`src/rtl/prgmux_seq.sv`:
```
// prgmux_seq: round-robin arbiter slicing CH address requesters onto a shared JW-bit bus (PRGMUX_PARITY_EN adds jpar/jerr replay/perr)
module prgmux_seq #(
  parameter int CH = 3,
  parameter int AW = 19,
  parameter int JW = 16,
  parameter int SETUP = 1,
  localparam int BEATS = (AW + JW - 1) / JW,
  localparam int BW = BEATS > 1 ? $clog2(BEATS) : 1,
  localparam int CW = CH > 1 ? $clog2(CH) : 1
) (
  input  logic             clk,
  input  logic             resetn,
  input  logic [CH-1:0]    req,
  input  logic [CH*AW-1:0] addr,
  output logic [CH-1:0]    ack,
  output logic [JW-1:0]    j,
  output logic [BW-1:0]    js,
  output logic [CW-1:0]    jch,
  output logic             jstb,
  output logic             busy
`ifdef PRGMUX_PARITY_EN
  ,
  output logic             jpar,
  input  logic             jerr,
  output logic             perr
`endif
);
  localparam int SW = BEATS * JW;
  typedef enum logic [1:0] {S_IDLE, S_SETUP, S_STROBE, S_DONE} state_t;
  localparam state_t S_FIRST = SETUP == 0 ? S_STROBE : S_SETUP;
  state_t st, st_n;
  logic [SW-1:0] sr, sr_n;
  logic [AW-1:0] a_sel;
  logic [CW-1:0] ptr, ptr_n, cur, cur_n, gnt;
  logic [BW-1:0] beat, beat_n;
  logic [3:0] cnt, cnt_n;
  logic found, grant, last, act, replay;
  // first pass covers channels at or above the pointer, second pass wraps around
  always_comb begin
    found = 1'b0;
    gnt = '0;
    for (int c = 0; c < CH; c++)
      if (!found && req[c] && CW'(c) >= ptr) begin
        found = 1'b1;
        gnt = CW'(c);
      end
    for (int c = 0; c < CH; c++)
      if (!found && req[c]) begin
        found = 1'b1;
        gnt = CW'(c);
      end
    a_sel = '0;
    for (int c = 0; c < CH; c++)
      if (gnt == CW'(c)) a_sel = addr[c*AW +: AW];
  end
  assign grant = st == S_IDLE && found;
  assign last = beat == BW'(BEATS - 1);
  always_comb begin
    st_n = st;
    sr_n = sr;
    ptr_n = ptr;
    cur_n = cur;
    beat_n = beat;
    cnt_n = cnt;
    case (st)
      S_IDLE:
        if (found) begin
          st_n = S_FIRST;
          sr_n = SW'(a_sel);
          cur_n = gnt;
          beat_n = '0;
          cnt_n = '0;
        end
      S_SETUP: begin
        cnt_n = cnt + 4'd1;
        if (cnt == 4'(SETUP - 1)) st_n = S_STROBE;
      end
      S_STROBE:
        if (replay) begin
          st_n = S_FIRST;
          cnt_n = '0;
        end else if (last) st_n = S_DONE;
        else begin
          st_n = S_FIRST;
          cnt_n = '0;
          beat_n = beat + BW'(1);
          sr_n = sr >> JW;
        end
      default: begin
        st_n = S_IDLE;
        ptr_n = cur == CW'(CH - 1) ? '0 : cur + CW'(1);
      end
    endcase
  end
  assign act = st_n == S_SETUP || st_n == S_STROBE;
  // outputs are registered from next-state values so they line up with the state they describe
  always_ff @(posedge clk or negedge resetn)
    if (!resetn) begin
      st <= S_IDLE;
      sr <= '0;
      ptr <= '0;
      cur <= '0;
      beat <= '0;
      cnt <= '0;
      j <= '0;
      js <= '0;
      jch <= '0;
      jstb <= 1'b0;
      ack <= '0;
      busy <= 1'b0;
    end else begin
      st <= st_n;
      sr <= sr_n;
      ptr <= ptr_n;
      cur <= cur_n;
      beat <= beat_n;
      cnt <= cnt_n;
      j <= act ? sr_n[JW-1:0] : '0;
      js <= act ? beat_n : '0;
      jch <= st_n != S_IDLE ? cur_n : '0;
      jstb <= st_n == S_STROBE;
      ack <= st_n == S_DONE ? CH'(1) << cur_n : '0;
      busy <= st_n != S_IDLE;
    end
`ifdef PRGMUX_PARITY_EN
  logic [1:0] rty;
  logic err, err_nx;
  assign replay = st == S_STROBE && jerr && rty != 2'd3;
  assign err_nx = err | (st == S_STROBE && jerr && !replay);
  always_ff @(posedge clk or negedge resetn)
    if (!resetn) begin
      rty <= '0;
      err <= 1'b0;
      jpar <= 1'b0;
      perr <= 1'b0;
    end else begin
      rty <= grant || (st == S_STROBE && !replay) ? '0 : replay ? rty + 2'd1 : rty;
      err <= grant ? 1'b0 : err_nx;
      jpar <= act ? ^sr_n[JW-1:0] : 1'b0;
      perr <= grant ? 1'b0 : st_n == S_DONE ? err_nx : perr;
    end
`else
  assign replay = 1'b0;
`endif
endmodule

```
`config.mk`:
```
export PLATFORM = sky130hd
export DESIGN_NAME = prgmux_seq
export DESIGN_NICKNAME = d
export VERILOG_FILES = /design/src/rtl/prgmux_seq.sv
export SDC_FILE = /design/constraint.sdc
export NUM_CORES = 1
export LEC_CHECK = 0
export BUFFER_PORTS_ARGS = -buffer_cell sky130_fd_sc_hd__buf_2
export CORE_ASPECT_RATIO = 0.6
export CORE_MARGIN = 8
export CORE_UTILIZATION = 40
export DETAILED_ROUTE_END_ITERATION = 8
export SETUP_SLACK_MARGIN = 0.2
export SYNTH_ARGS = -nofsm -noshare
export SYNTH_HDL_FRONTEND = slang
export SYNTH_SLANG_ARGS = --single-unit
```
`constraint.sdc`:
```
create_clock -name clk -period 2.7 [get_ports clk]
set_input_delay 0.675 -clock clk [delete_from_list [all_inputs] [get_ports clk]]
set_output_delay 0.675 -clock clk [all_outputs]
set_load 0.005 [all_outputs]
```
==> metrics.csv <==
stage,metric,value,unit
power_and_ir_drop,pwr-share-seq,33.9,%
detailed_routing,drtAntennaViolNets,0,
finish,final_common_cell,buf_2,
placed_design,numPortBuffers,85,
clocking,postCtsSetupRepairBufs,0,
timing,finalSetupTns,0,ns
global_routing,grt_antenna_before_repair,0,
placed_design,place_ws,0.101,ns
detailed_routing,dr_wl_met3,568,um
clocking,root_buffer,clkbuf_16,
detailed_routing,firstDrtPassIters,5,
job,max_cap_violations,0,
floorplan,core-area,6730,um^2
yosys,synth-edff-count,0,
clocking,cts_made_buffers,5,
yosys,synth_compound_area_share,23.4,%
timing,fin_crit,2.33,ns
yosys,synth_mux_area_share,5.90,%
power_and_ir_drop,p_clk_share,16.4,%
finish,drive_gt1_share,33.5,%
clocking,tritoncts,done,
floorplan,dieArea,10000,um^2
worst_setup_path,startpoint_type,flop,
clocking,clock-sinks,54,
detailed_routing,highest_layer,met4,
yosys,synth-xor-area-share,0.313,%
timing,finClkSkew,0.00472,ns
detailed_routing,wl_per_cell,18.0,um
detailed_routing,vias,2451,
timing,fin_hold_ws,0.422,ns
timing,finalMaxSlewViolations,0,
finish,utilization,51.9,%
global_routing,grt_max_degree,33,
global_routing,grt_pass1_wl,12.8,mm
clocking,cts.htree.levels,2,
clocking,cts.path.max_buffers,2,
global_routing,groute.usage.overall,16.2,%
power_and_ir_drop,leakage,0.00178,uW
finish,area_growth,24.7,%
yosys,ys.flop_type,dfrtp_1,
power_and_ir_drop,internal_power,2330,uW
yosys,synth_adder_area_share,4.02,%
yosys,synth_simple_gate_area_share,12.8,%
detailed_routing,wl_met1,3.80,mm
yosys,syn_area_per_cell,10.3,um^2
power_and_ir_drop,powerDensity,1110,nW/um^2
floorplan,rows,23,
worst_setup_path,path_class,flop to flop,
floorplan,die_y,80.8,um
yosys,synth_top_family_by_area,compound AO/OA/AOI/OAI gates,
timing,rsz0062_at_grt,false,
yosys,ys_types,47,
power_and_ir_drop,max-vdd-ir-drop,514,uV
floorplan,start_util,41.6,%
yosys,ys_seq_area_share,48.2,%
timing,fmax,0.430,GHz
timing,worstMarginPinSlew,0.689,ns
detailed_routing,dr_wl_met2,3.62,mm
clocking,cts.clk_slew.worst_paths,0.07,ns
global_routing,first_global_vias,2507,
floorplan,pin_count,86,
finish,most-common-layout-cells,"buf_2 (85), dfrtp_1 (54), a22oi_1 (25)",
timing,hold_violations,0,
power_and_ir_drop,power_frac_comb,49.7,%
timing,worst_slack,0.373,ns
timing,setup_viol,0,
placed_design,gp_congestion,0.901,
placed_design,hpwlAfterDp,6.43,mm
yosys,syn_inst,271,
floorplan,fp.dieW,124,um
finish,final_net_count,431,
hold_path,hp-class,input pin to asynchronous set/reset pin,
worst_setup_path,reg2reg_depth,10,
yosys,ys_ff_latch,54,
detailed_routing,wl,8.05,mm
timing,fin_crit_sh,86.2,%
status,status,"complete, no violations",
global_routing,grt-ovfl-total,0,
yosys,async_flop_share,100,%
yosys,syn_area,2800,um^2
worst_setup_path,cp.required,2.87,ns
finish,diodes,0,
yosys,syn-num-nets,342,
worst_setup_path,arrival,2.50,ns
timing,relSlewSlack,54.0,%
worst_setup_path,crit_path_end_kind,flop,
detailed_routing,drc,0,
power_and_ir_drop,switching_share,40.0,%
worst_setup_path,cp_max_fo,11,
placed_design,dp.cells,440,
clocking,clock_latency,0.29,ns
detailed_routing,drt_iter0_drc,229,
yosys,ys_warn_count,0,
finish,n_fill_cell,610,
finish,final_cell_count_no_fill,448,
power_and_ir_drop,p_sw,1560,uW
detailed_routing,vias_per_cell,5.47,
-- kinds of logic (layout without fill, tap and decap cells) --
group,Yosys count,in the layout
AOI/OAI and AO/OA,97,97
and+or+nand+nor,68,68
adders and majority gates,9,9
muxes,16,16
DFF,54,54
buffers and inverters,26,116
xor gates and xnor gates,1,1
-- timing repair --
action,CTS,global route
hold buffers,0,0
resized for setup,0,4
hold endpoints to repair,0,0
setup endpoints to repair,0,12
-- synthesized netlist by cell type, types with 6 or more instances --
cell      n  share of area (%)
dfrtp_1  54                 48
mux2i_1  12                4.3
a22oi_1  25                6.7
o31ai_1   6                1.6
a21oi_1   8                1.4
o21ai_0  14                2.5
nor2_1   17                2.3
ha_1      9                4.0
nand2_1  14                1.9
and2_1    6                1.3
inv_1    10                1.3
nand3_1   6                1.1
o21ai_1  21                3.8
-- worst max-delay path: stages (launching register included) --
cell and delay (ns):
dfrtp_1 0.41, inv_1 0.11, ha_1 0.21, nor4b_4 0.24, o22ai_1 0.13, a21o_1 0.21, ha_1 0.29, buf_4 0.17
and2_4 0.19, a22oi_1 0.16, o21ai_1 0.09
-- worst paths after layout --
kind / slack, ns / from / endpoint
max in group asynchronous: 1.63 / resetn / sr[2]
hold / removal: 0.42 / resetn / ack[1]
setup reg to reg: 0.37 / st[0] / j[5]
setup / recovery: 0.37 / st[0] / j[5]
min in group clk: 0.48 / sr[9] / sr[9]
hold reg to reg: 0.48 / sr[9] / sr[9]
-- power groups by stage --
stage / logic, uW / clock network [uW] / registers (uW)
after floorplan: 1330 / 0 / 1290
after global placement: 1870 / 0 / 1320
after detailed placement: 1910 / 0 / 1330
after CTS: 1920 / 657 / 1320
after global routing: 2150 / 688 / 1350
final: 1930 / 640 / 1320
-- cell type report --
cell class	instances	area, um^2	share of cell area (%)
Clock buffer	7	143	4.08
Clock inverter	1	5.00	0.143
Inverter	10	37.5	1.07
Multi-Input combinational cell	191	1310	37.6
Sequential cell	54	1350	38.7
Tap cell	87	109	3.11
Timing Repair Buffer	98	536	15.3
-- per-layer routing --
metal	up-vias	GRT usage [%]
met4	0	4.72
met5	-	0
met1	1198	22.6
met2	81	24.6
met3	5	3.67
li1	1167	-
-- metrics by stage --
step | instance area [um^2] | power, uW
4_1_cts | 3480 | 3890
6_report | 3490 | 3890
5_1_grt | 3490 | 4190
2_1_floorplan | 2800 | 2620
3_3_place_gp | 3330 | 3190
3_5_place_dp | 3330 | 3240
-- flip-flops by register name, summed over array words and instances (netlist names) --
| register | cells |
|---|---|
| jstb | 1 |
| st | 2 |
| cur | 2 |
| cnt | 4 |
| beat | 1 |
| busy | 1 |
| sr | 19 |
| ack | 3 |
| jch | 2 |
| js | 1 |
| j | 16 |
| ptr | 2 |
Power figures use the tool's default switching activity.
